===== src/rtl/div_pkg.sv =====
// Shared definitions for the sequential radix-2 restoring divider.
package div_pkg;

  // Default datapath width and the iteration counter width it needs
  localparam int DIV_WIDTH = 32;
  localparam int CNT_W     = $clog2(DIV_WIDTH);

  // Quotient reported for a divide by zero
  localparam logic [DIV_WIDTH-1:0] DZ_QUOT = '1;

  typedef enum logic [2:0] {
    IDLE,
    PREP,
    ITER,
    FIX,
    DONE
  } div_state_e;

endpackage


===== src/rtl/div_step.sv =====
// One restoring-division step: shift in the next dividend bit, trial
// subtract the divisor, keep the difference if it did not go negative.
module div_step #(
  parameter int WIDTH = 32
) (
  input  logic [WIDTH:0]   r,
  input  logic             q_msb,
  input  logic [WIDTH-1:0] d,
  output logic [WIDTH:0]   r_nxt,
  output logic             q_bit
);

  logic [WIDTH+1:0] sh;
  logic [WIDTH+1:0] t;

  // R never exceeds D, so r[WIDTH] is always 0 and the guard bit of this
  // subtract behaves exactly as the sign of a WIDTH+1-bit trial difference.
  always_comb begin
    sh    = {r, q_msb};
    t     = sh - {2'b00, d};
    q_bit = ~t[WIDTH+1];
    r_nxt = q_bit ? t[WIDTH:0] : sh[WIDTH:0];
  end

endmodule


===== src/rtl/div_seq_32.sv =====
// Multi-cycle radix-2 restoring divider: rA / rB -> rLO (quotient), rHI (remainder).
// One quotient bit per clock. Build with DIV_SIGNED_EN defined for two's
// complement operands (truncating toward zero); default build is unsigned.
module div_seq_32
  import div_pkg::*;
#(
  parameter int WIDTH = DIV_WIDTH
) (
  input  logic             clk,
  input  logic             clr,
  input  logic             start,
  input  logic [WIDTH-1:0] rA,
  input  logic [WIDTH-1:0] rB,
  output logic             busy,
  output logic             done,
  output logic [WIDTH-1:0] rLO,
  output logic [WIDTH-1:0] rHI,
  output logic             divZero
);

  localparam int              CW   = (WIDTH == DIV_WIDTH) ? CNT_W : $clog2(WIDTH);
  localparam logic [CW-1:0]   LAST = CW'(WIDTH - 1);
  localparam logic [WIDTH-1:0] DZ_Q = {WIDTH{DZ_QUOT[0]}};

  div_state_e       state, state_nxt;
  logic [CW-1:0]    cnt;
  logic [WIDTH-1:0] a_reg, b_reg;
  logic [WIDTH-1:0] q, d;
  logic [WIDTH:0]   r, r_nxt;
  logic             q_bit;
  logic [WIDTH-1:0] a_mag, b_mag;
  logic [WIDTH-1:0] q_res, r_res;
  logic             b_zero;

`ifdef DIV_SIGNED_EN
  logic neg_q, neg_r;
`endif

  assign b_zero = (b_reg == '0);
  assign busy   = (state != IDLE);
  assign done   = (state == DONE);

  // Operand magnitudes and signed result correction
  always_comb begin
`ifdef DIV_SIGNED_EN
    a_mag = a_reg[WIDTH-1] ? -a_reg : a_reg;
    b_mag = b_reg[WIDTH-1] ? -b_reg : b_reg;
    q_res = neg_q ? -q : q;
    r_res = neg_r ? -r[WIDTH-1:0] : r[WIDTH-1:0];
`else
    a_mag = a_reg;
    b_mag = b_reg;
    q_res = q;
    r_res = r[WIDTH-1:0];
`endif
  end

  div_step #(.WIDTH(WIDTH)) u_step (
    .r     (r),
    .q_msb (q[WIDTH-1]),
    .d     (d),
    .r_nxt (r_nxt),
    .q_bit (q_bit)
  );

  // State register
  always_ff @(posedge clk or negedge clr) begin
    if (!clr) state <= IDLE;
    else      state <= state_nxt;
  end

  // Next-state logic; a zero divisor skips the iteration phase
  always_comb begin
    state_nxt = state;
    case (state)
      IDLE:    if (start) state_nxt = PREP;
      PREP:    state_nxt = b_zero ? FIX : ITER;
      ITER:    if (cnt == LAST) state_nxt = FIX;
      FIX:     state_nxt = DONE;
      DONE:    state_nxt = IDLE;
      default: state_nxt = IDLE;
    endcase
  end

  // Datapath: operand capture, iteration registers, result registers
  always_ff @(posedge clk or negedge clr) begin
    if (!clr) begin
      cnt     <= '0;
      a_reg   <= '0;
      b_reg   <= '0;
      q       <= '0;
      d       <= '0;
      r       <= '0;
      rLO     <= '0;
      rHI     <= '0;
      divZero <= 1'b0;
`ifdef DIV_SIGNED_EN
      neg_q   <= 1'b0;
      neg_r   <= 1'b0;
`endif
    end else begin
      case (state)
        IDLE: begin
          if (start) begin
            a_reg <= rA;
            b_reg <= rB;
          end
        end
        PREP: begin
          r   <= '0;
          q   <= a_mag;
          d   <= b_mag;
          cnt <= '0;
`ifdef DIV_SIGNED_EN
          neg_q <= a_reg[WIDTH-1] ^ b_reg[WIDTH-1];
          neg_r <= a_reg[WIDTH-1];
`endif
        end
        ITER: begin
          r   <= r_nxt;
          q   <= {q[WIDTH-2:0], q_bit};
          cnt <= (cnt == LAST) ? '0 : cnt + 1'b1;
        end
        FIX: begin
          if (b_zero) begin
            rLO     <= DZ_Q;
            rHI     <= a_reg;
            divZero <= 1'b1;
          end else begin
            rLO     <= q_res;
            rHI     <= r_res;
            divZero <= 1'b0;
          end
        end
        default: ;
      endcase
    end
  end

endmodule


===== config.mk =====
export PLATFORM = sky130hd
export DESIGN_NAME = div_seq_32
export DESIGN_NICKNAME = d
export VERILOG_FILES = /design/src/rtl/div_pkg.sv /design/src/rtl/div_step.sv /design/src/rtl/div_seq_32.sv
export SDC_FILE = /design/constraint.sdc
export NUM_CORES = 1
export LEC_CHECK = 0
export ABC_AREA = 1
export CAP_MARGIN = 40
export CORE_UTILIZATION = 45
export CTS_CLUSTER_DIAMETER = 200
export DETAILED_ROUTE_END_ITERATION = 6
export PLACE_DENSITY = 0.77
export SLEW_MARGIN = 20
export SYNTH_ARGS = -nofsm -noshare
export SYNTH_HDL_FRONTEND = slang
export SYNTH_SLANG_ARGS = --single-unit
export TNS_END_PERCENT = 1

===== constraint.sdc =====
create_clock -name clk -period 3.7 [get_ports clk]
set_clock_uncertainty 0.1 [all_clocks]
set_input_delay 1.11 -clock clk [delete_from_list [all_inputs] [get_ports clk]]
set_output_delay 1.11 -clock clk [all_outputs]
set_load 0.03 [all_outputs]

==> metrics.md, run 1 <==
| Metric | Value |
|---|---|
| First-pass GRT wire length | `59,300 µm` |
| Slew HR | `0.516` |
| Number of global-route vias before repair | `11,100` |
| Element type at the critical path end | `output pin` |
| GRT met1 Usage | `0.365` |
| Routed wire per std cell | `approximately 17 µm` |
| Syn_area_per_cell | `7.41 µm²` |
| Slowest cell delay on critical path | `620 ps` |
| Layout fillers | `around 2,600` |
| Fmax | `around 0.31 GHz` |
| Unrepaired setup endpoints after global routing | `false` |
| Setup crit start kind | `register` |
| Worst-path fanout max | `4` |
| Commonest cells in the netlist | `nand2_1, inv_1, dfrtp_1` |
| HP Class | `reg -> reg` |
| Vias per cell | `approximately 5` |
| Nets | `between 1,500 and 2,000` |
| Vias | `about 11,000` |
| Reg2reg start | `d[23]` |
| CTS clk-pin slew, worst paths | `roughly 60 ps` |
| Post-DRT Antenna Nets | `0` |
| Ant. Diodes | `0` |
| Finished Cell Area | `0.0152 mm²` |
| First-iteration detailed-routing DRC count | `997` |
| CP Cell Sequence | `nor2_1 -> nand2_1 -> clkdlybuf4s50_1` |
| Post-route clock period utilization | `0.861` |
| Global route hottest layer | `met2` |
| Status | `completed` |
| Worst slew pin tran | `approximately 720 ps` |
| Post-Route WL | `between 30,000 and 40,000 µm` |
| CTS Sinks | `~230` |
| Syn_nets | `roughly 1,800` |
| Root Buffer | `clkbuf_16` |
| Clk_lat worst skew | `between 500 and 600 ps` |
| Gpl congestion | `approximately 0.97` |
| Worst IR drop on VDD | `between 0.0008 and 0.0009 V` |
| Crit path max-delay cell type | `clkdlybuf4s50_1` |
| Initial antenna violation count | `0` |
| Met3 Use GR | `0.0280` |
| Die ar. | `between 0.02 and 0.03 mm²` |
| Io pins | `134` |
| CP top delay family | `buffers and inverters` |
| Yosys top cell area share | `0.465` |
| Max_cap viols | `0` |
| Area of the multi-input gates | `~0.0053 mm²` |
| Core Area | `about 0.027 mm²` |
| Dpl cell area | `about 0.014 mm²` |
| Die W | `roughly 170 µm` |
| Total CTS buffers | `26` |
| Synth cell types | `39` |
| Endpoints failing hold | `0` |
| Finished Layout Cells | `2,202` |
| HPWL after DPL | `27,400 µm` |
| Post-CTS setup buffers | `0` |
| Asr flop ratio synth | `1.00` |
| GRT overflow | `0` |
| Share of layout cells above drive strength 1 | `0.0557` |
| Final Power | `0.0160 W` |
| Post-CTS resize count | `0` |
| Hold Buf Count CTS | `0` |
| HP Start | `cnt[2]` |
| CTS tree | `done` |
| FF+latch count, synth | `approximately 230` |
| Initial core utilization | `0.463` |
| Fin crit period | `3190 ps` |
| Ys flop type | `dfrtp_1` |
| H-Tree Depth | `1` |
| Power Density | `~1100 mW/mm²` |
| IO buf count | `roughly 130` |
| Post-synthesis cell count | `roughly 1,700` |
| Mapped Area | `about 0.013 mm²` |
| Slew Limit Fails | `0` |
| WP data arrival | `around 2000 ps` |
| Sum of negative setup slack | `0 ps` |
| Bufs and invs on worst path | `1` |
| Critical Path RT | `2490 ps` |
| Total iterations of the first detailed-routing run | `5` |
| Cell Rows | `60` |
| Syn. warnings | `0` |
| Leakage | `roughly 7.8 nW` |
| Area Growth Syn to Fin | `20.5%` |
| Critical setup path kind | `reg -> out` |
| Clk buf depth | `3` |
| Cells after DPL | `about 2,200` |
| Synth area leader | `dfrtp_1` |
| Register area share after synthesis | `0.465` |
| Area contributors post-synth | `dfrtp_1, nand2_1, inv_1, o21ai_0, nor2_1` |
| Die height | `between 150 and 200 µm` |
| Most numerous cell in the Yosys netlist | `nand2_1` |
| DRC violations left | `0` |
| Hold Worst Slack | `381 ps` |
| Met2 Usage GRT | `0.426` |
| Register area | `roughly 0.006 mm²` |
| Largest net degree at the start of global routing | `80` |
| Crit path from | `state[0]` |
| Post-synth EDFFs | `0` |
| # setup viols final | `0` |
| GRT Overall Usage | `0.264` |
power by group:
group	switching, W	internal, W
combinational	0.00593	0.00289
clock	0.00105	0.00159
sequential	0.000799	0.00376
total	0.00778	0.00824
through the flow:
step                       util  setup WS (ps)
after floorplan               -           1400
after global placement    0.524            885
after detailed placement  0.526            865
after CTS                 0.558            496
after global routing      0.558            431
final                     0.558            513
flip-flops by register name, summed over array words and instances (netlist names):
register  flops
a_mag        32
r            33
d            32
rHI          32
state         3
cnt           5
rLO          32
divZero       1
q            32
b_mag        32
final timing paths:
check / endpoint / slack (ps) / cells after the start
max reg2reg: r[29] / 850 / 14
min in group asynchronous: b_mag[7] / 480 / 1
min: cnt[2] / 380 / 1
max in group asynchronous: a_mag[16] / 2130 / 2
max: busy / 510 / 3
min reg2reg: cnt[2] / 380 / 1
routing by layer:
metal	vias up	wire length, µm
met1	5382	16700
met4	0	1480
li1	5548	-
met5	-	0
met3	74	1710
met2	324	17100
cell type report:
cell class,count,area share
inverter,294,0.0728
multi-input combinational,1102,0.351
clock inverter,9,0.00858
sequential,234,0.386
clock buffer,38,0.0486
timing repair buffer,153,0.102
tap,372,0.0307
cell families (layout without fill, tap and decap cells):
logic type	after synthesis	count (layout)	share of synthesized area
AOI/OAI and AO/OA	327	327	0.132
and+or+nand+nor	724	724	0.243
adders and majority gates	35	35	0.0354
DFF	234	234	0.465
xor gates and xnor gates	16	16	0.0111
buffers and inverters	362	494	0.113
cells in the final DEF (no fill, tap or decap), types with 3 or more instances in the layout:
cell             synthesis  layout
clkbuf_1                53       9
clkinv_2                 0       3
dfrtp_1                234     234
nor4_1                   8       8
a21oi_1                118     118
nand2_1                397     396
buf_4                    2      16
xor2_1                   7       7
nand2_2                 10      11
nand3_1                 84      83
bufinv_16                0       3
nor2_2                   4       6
nor3_1                   8       8
clkdlybuf4s50_1          0     132
o21ai_0                197     197
nand3b_1                 4       4
buf_12                   1       3
o21bai_1                 3       3
xnor2_1                  9       9
nand4_1                 11      11
inv_2                    4       4
inv_1                  290     289
clkbuf_16                0      27
ha_1                    34      34
nor2_1                 177     175
nand3_2                 13      13
No activity file was read; power rests on OpenSTA's default activity.
==> run 2: changes to the inputs <==
- PLACE_DENSITY: 0.77 -> 0.79
- SLEW_MARGIN: 20 -> not set
- clock period: 3.7 -> 2.8 ns (I/O delays scaled with it)
==> run 2 against run 1 <==
  * Design area grew 0.58%
  * First-iteration DRC count down 5.0%
  * Register-to-register slack got worse by 640 ps
  * Sequential cell count stayed put
  * Worst hold slack got worse by 250 ps
  * Sequential power grew 32%
==> metrics.md, run 2 (synthesis results as in run 1) <==
| Metric | Value |
|---|---|
| GRT Overall Usage | `0.261 (-0.00329)` |
| Number of global-route vias before repair | `11,100 (+0.13%)` |
| # setup viols final | `0 (unchanged)` |
| Finished Cell Area | `0.0153 mm² (+0.58%)` |
| GRT overflow | `0 (unchanged)` |
| H-Tree Depth | `1 (unchanged)` |
| Power Density | `1390 mW/mm² (+32%)` |
| Critical Path RT | `1860 ps (-630 ps)` |
| Element type at the critical path end | `output pin` |
| P_int | `0.0109 W (+32%)` |
| Slew Limit Fails | `0 (unchanged)` |
| IO buf count | `133 (unchanged)` |
| HPWL after DPL | `27,600 µm (+0.75%)` |
| Met3 Use GR | `0.0294 (+0.00140)` |
| Share of layout cells above drive strength 1 | `0.0647 (+0.00897)` |
| Layout fillers | `2,520 (-2.9%)` |
| Max_cap viols | `0 (unchanged)` |
| Post-route clock period utilization | `0.928` |
| Core Area | `0.0272 mm² (unchanged)` |
| Gpl congestion | `0.996 (+3.0%)` |
| Met2 Usage GRT | `0.418 (-0.00805)` |
| Crit path from | `state[0]` |
| Worst IR drop on VDD | `0.000929 V (+10%)` |
| Total CTS buffers | `25 (-3.8%)` |
| Fin crit period | `approximately 2600 ps` |
| Endpoints failing hold | `0 (unchanged)` |
| Comb pwr share | `0.557 (+0.007)` |
| Clock power share | `0.158 (-0.007)` |
| Ant. Diodes | `0 (unchanged)` |
| Root Buffer | `clkbuf_16` |
| GRT met1 Usage | `0.357 (-0.00799)` |
| Sum of negative setup slack | `0 ps (unchanged)` |
| Cells after DPL | `2,165 (+0.46%)` |
| Switching share of power | `0.486 (+0.000833)` |
| Area Growth Syn to Fin | `21.2%` |
| Routed wire per std cell | `16.6 µm (-1.3%)` |
| Final core utilization | `0.561 (+0.00322)` |
| Net Sw Power | `0.0103 W (+33%)` |
| Hold Worst Slack | `133 ps (-249 ps)` |
| Post-CTS setup buffers | `0 (unchanged)` |
| Leakage | `7.87 nW (+0.84%)` |
| Post-Route WL | `36,700 µm (-0.87%)` |
| Io pins | `134 (unchanged)` |
| Slew HR | `0.616 (+0.0997)` |
| Vias per cell | `5.16 (+0.33%)` |
| Die W | `169 µm (unchanged)` |
| CTS tree | `done` |
| Dpl cell area | `0.0144 mm² (+0.74%)` |
| Vias | `11,400 (+0.74%)` |
| Reg with most FFs | `r` |
| Clk buf depth | `3 (unchanged)` |
| Worst-path fanout max | `4 (unchanged)` |
| Clk_lat worst skew | `550 ps (about the same)` |
| Status | `completed` |
| Worst slew pin tran | `570 ps (-154 ps)` |
| Initial antenna violation count | `0 (unchanged)` |
| Largest net degree at the start of global routing | `67 (-16%)` |
| Critical setup path kind | `reg -> out` |
| Die ar. | `0.0286 mm² (unchanged)` |
| HP Class | `in -> async` |
| First-pass GRT wire length | `58,700 µm (-1.0%)` |
| Nets | `1,922 (+0.47%)` |
| Unrepaired setup endpoints after global routing | `false` |
| Post-DRT Antenna Nets | `0 (unchanged)` |
| Global route hottest layer | `met2` |
| Max FFs per register | `33 (unchanged)` |
| First-iteration detailed-routing DRC count | `947 (-5.0%)` |
| Cell Rows | `60 (unchanged)` |
| Die height | `169 µm (unchanged)` |
| DRC violations left | `0 (unchanged)` |
| Finished Layout Cells | `2,211 (+0.41%)` |
| WP data arrival | `1660 ps (-320 ps)` |
| Setup crit start kind | `register` |
| Total iterations of the first detailed-routing run | `6 (+1)` |
| Most frequent cells in the layout | `nand2_1, inv_1, dfrtp_1, o21ai_0, nor2_1` |
| Reg power frac | `0.285 (about the same)` |
| CTS clk-pin slew, worst paths | `70 ps (about the same)` |
| Commonest non-fill, non-tap cell in the layout | `nand2_1` |
| Reg2reg start | `d[12]` |
| Fmax | `between 0.3 and 0.4 GHz` |
| Initial core utilization | `0.463 (unchanged)` |
| CTS Sinks | `234 (unchanged)` |
## run 2: cell types whose count changed in the layout (fill, tap and decap cells not counted), sizes merged
cell,before,now
clkdlybuf4s50,132,130
clkinv,4,6
dlygate4sd2,0,2
clkbuf,38,37
buf,21,31
bufinv,3,1
## run 2: layout make-up
| type | count | area (µm²) | area share |
|---|---|---|---|
| sequential | 234 | 5860 | 0.384 |
| multi-input combinational | 1102 | 5340 | 0.350 |
| timing repair buffer | 163 | 1650 | 0.108 |
| inverter | 294 | 1100 | 0.0723 |
| clock buffer | 37 | 761 | 0.0499 |
| tap | 372 | 465 | 0.0305 |
| clock inverter | 9 | 80.1 | 0.00525 |
## run 2: power by group through the flow
| stage | combinational [W] | sequential, W | clock [W] |
|---|---|---|---|
| 6_report | 0.0118 | 0.00604 | 0.00336 |
| 4_1_cts | 0.0117 | 0.00603 | 0.00339 |
| 3_5_place_dp | 0.0116 | 0.00606 | 0 |
| 2_1_floorplan | 0.00728 | 0.00649 | 0 |
| 3_3_place_gp | 0.0114 | 0.00601 | 0 |
| 5_1_grt | 0.0131 | 0.00619 | 0.00353 |
## run 2: metal layers
metal	vias up	part of all wire
li1	5559	-
met1	5367	0.45
met2	379	0.46
met3	107	0.049
met4	0	0.049
met5	-	0
## run 2: final timing paths
kind | endpoint | slack (ps) | depth (start not counted)
setup / recovery | busy | 200 | 3
hold / removal | q[31] | 130 | 1
setup reg to reg | r[27] | 210 | 15
hold reg to reg | d[13] | 380 | 2
max in group asynchronous | rLO[5] | 1700 | 2
min in group clk | d[13] | 380 | 2
## run 2: critical path, stage by stage (launching register included)
cell	delay (ps)
dfrtp_1	430
nor2_2	240
nand2_1	90
dlygate4sd2_1	360
## run 2: timing repair
| item | 4_1_cts | 5_1_grt |
|---|---|---|
| pin swaps | 0 | 0 |
| hold buffers | 0 | 0 |
| cloned | 0 | 0 |
| gates resized for setup | 3 | 2 |
| endpoints found under the setup margin | 2 | 15 |
## run 2: metrics by stage
stage          power (W)  setup WS, ps
6_report          0.0212           202
5_1_grt           0.0229          68.9
2_1_floorplan     0.0138           693
3_5_place_dp      0.0177           180
3_3_place_gp      0.0174           228
4_1_cts           0.0211           176
==> run 3: changes to the inputs <==
- CORE_MARGIN: not set -> 3
- CORE_UTILIZATION: 45 -> 52
- PLACE_DENSITY: 0.79 -> 0.77
==> run 3 against run 2 <==
  * Final cell count shrank 2.5%
  * Fmax shrank 3.3%
  * Register-to-register slack lost 20 ps
  * First-iteration DRC count grew 1.8%
==> metrics.md, run 3 (synthesis results as in run 1) <==
| Metric | Value |
|---|---|
| Core Area | `0.0236 mm² (-13%)` |
| Io pins | `134 (unchanged)` |
| DRC violations left | `0 (unchanged)` |
| Critical setup path kind | `reg -> out` |
| Initial antenna violation count | `0 (unchanged)` |
| Most frequent cells in the layout | `nand2_1, inv_1, dfrtp_1, o21ai_0, nor2_1` |
| Slew HR | `0.433 (-0.182)` |
| Clk_lat worst skew | `550 ps (about the same)` |
| Die height | `162 µm (-4.5%)` |
| H-Tree Depth | `1 (unchanged)` |
| GRT Overall Usage | `0.276 (+0.0147)` |
| Unrepaired setup endpoints after global routing | `false` |
| Area Growth Syn to Fin | `21.2% (about the same)` |
| CTS Sinks | `234 (unchanged)` |
| Status | `completed` |
| # setup viols final | `0 (unchanged)` |
| Gpl congestion | `0.969 (-2.8%)` |
| Ant. Diodes | `0 (unchanged)` |
| Clk buf depth | `3 (unchanged)` |
| Slew Limit Fails | `0 (unchanged)` |
| Routed wire per std cell | `16.7 µm (+0.48%)` |
| Die ar. | `0.0261 mm² (-8.9%)` |
| Worst IR drop on VDD | `0.00124 V (+33%)` |
| Final core utilization | `0.646 (+0.0844)` |
| Max FFs per register | `33 (unchanged)` |
| Reg with most FFs | `r` |
| Vias | `11,300 (-0.79%)` |
| Setup crit start kind | `register` |
| Element type at the critical path end | `output pin` |
| Endpoints failing hold | `0 (unchanged)` |
| Max_cap viols | `0 (unchanged)` |
| Post-Route WL | `36,000 µm (-2.1%)` |
| HPWL after DPL | `26,400 µm (-4.6%)` |
| Post-CTS setup buffers | `0 (unchanged)` |
| Power Density | `1400 mW/mm² (+0.30%)` |
| Die W | `162 µm (-4.5%)` |
| Largest net degree at the start of global routing | `97 (+45%)` |
| Worst slew pin tran | `850 ps (+280 ps)` |
| Layout fillers | `2,056 (-18%)` |
| Total iterations of the first detailed-routing run | `6 (unchanged)` |
| Critical Path RT | `1860 ps (about the same)` |
| Vias per cell | `5.25 (+1.8%)` |
| Share of layout cells above drive strength 1 | `0.0626 (-0.00207)` |
| First-iteration detailed-routing DRC count | `964 (+1.8%)` |
| Worst-path fanout max | `4 (unchanged)` |
| First-pass GRT wire length | `58,200 µm (-0.75%)` |
| Root Buffer | `clkbuf_16` |
| Fmax | `0.372 GHz (-3.3%)` |
| WP data arrival | `1750 ps (+90 ps)` |
| Initial core utilization | `0.533 (+0.0699)` |
| Post-DRT Antenna Nets | `0 (unchanged)` |
| Leakage | `7.89 nW (+0.26%)` |
| Fin crit period | `2690 ps (+87.4 ps)` |
| IO buf count | `133 (unchanged)` |
| HP Class | `in -> async` |
| Number of global-route vias before repair | `11,100 (-0.23%)` |
| Nets | `1,918 (-0.21%)` |
| CTS tree | `done` |
| Hold Buf Count CTS | `0 (unchanged)` |
| GRT overflow | `0 (unchanged)` |
| Post-route clock period utilization | `0.959 (+0.0312)` |
| Total CTS buffers | `26 (+4.0%)` |
| Sum of negative setup slack | `0 ps (unchanged)` |
| Commonest non-fill, non-tap cell in the layout | `nand2_1` |
| Cell Rows | `56 (-6.7%)` |
| CTS clk-pin slew, worst paths | `60 ps (about the same)` |
run 3: changes by cell type in the layout (fill, tap and decap cells not counted), moves of 4 or more:
cell       delta
buf_4         -6
bufinv_16     +5
clkbuf_8      -9
clkinv_2      +4
run 3: worst max-delay path, stage by stage, from the launching register on:
cell           delay [ps]
dfrtp_1               410
nor2_1                290
nand2_1               120
dlygate4sd2_1         380
run 3: final timing paths:
check | slack (ps) | endpoint | cells past startpoint | start
worst max-delay path | 110 | busy | 3 | state[0]
worst min-delay path | 120 | rLO[8] | 1 | clr
worst min register to register | 380 | d[26] | 2 | d[26]
min in group clk | 380 | d[26] | 2 | d[26]
max in group asynchronous | 1710 | b_mag[17] | 2 | clr
worst max register to register | 190 | r[32] | 13 | r[19]
run 3: what timing repair did:
action | 4_1_cts | 5_1_grt
hold endpoints to repair | 0 | 0
setup endpoints to repair | 2 | 10
gates resized for setup | 2 | 1
pin swaps | 0 | 0
run 3: layer usage:
| metal | vias up | GRT usage | wire length (µm) |
|---|---|---|---|
| li1 | 5554 | - | - |
| met1 | 5336 | 0.388 | 16000 |
| met2 | 355 | 0.448 | 16700 |
| met3 | 77 | 0.0328 | 2020 |
| met4 | 0 | 0.0880 | 1270 |
| met5 | - | 0 | 0 |
run 3: per-stage QoR:
stage,worst slack (ps),hold slack (ps),std cells,power (W),area (µm²)
final,114,117,2155,0.0213,15200
after global routing,0.674,137,2155,0.0230,15200
after CTS,96.5,116,2155,0.0213,15200
after detailed placement,224,375,2107,0.0174,14300
after global placement,297,366,2107,0.0171,14300
after floorplan,693,346,1698,0.0138,12600
run 3: area by class of cell:
cell class	count	area, µm²	share of cell area
timing repair buffer	158	1620	0.106
clock inverter	20	274	0.0180
multi-input combinational	1102	5340	0.350
clock buffer	28	658	0.0432
inverter	294	1100	0.0724
sequential	234	5860	0.384
tap	319	399	0.0262
run 3: power by group:
group	switching [W]	internal (W)	leakage, nW
clock network	0.00145	0.00227	0.459
logic	0.00755	0.00394	4.65
registers	0.00110	0.00497	2.78
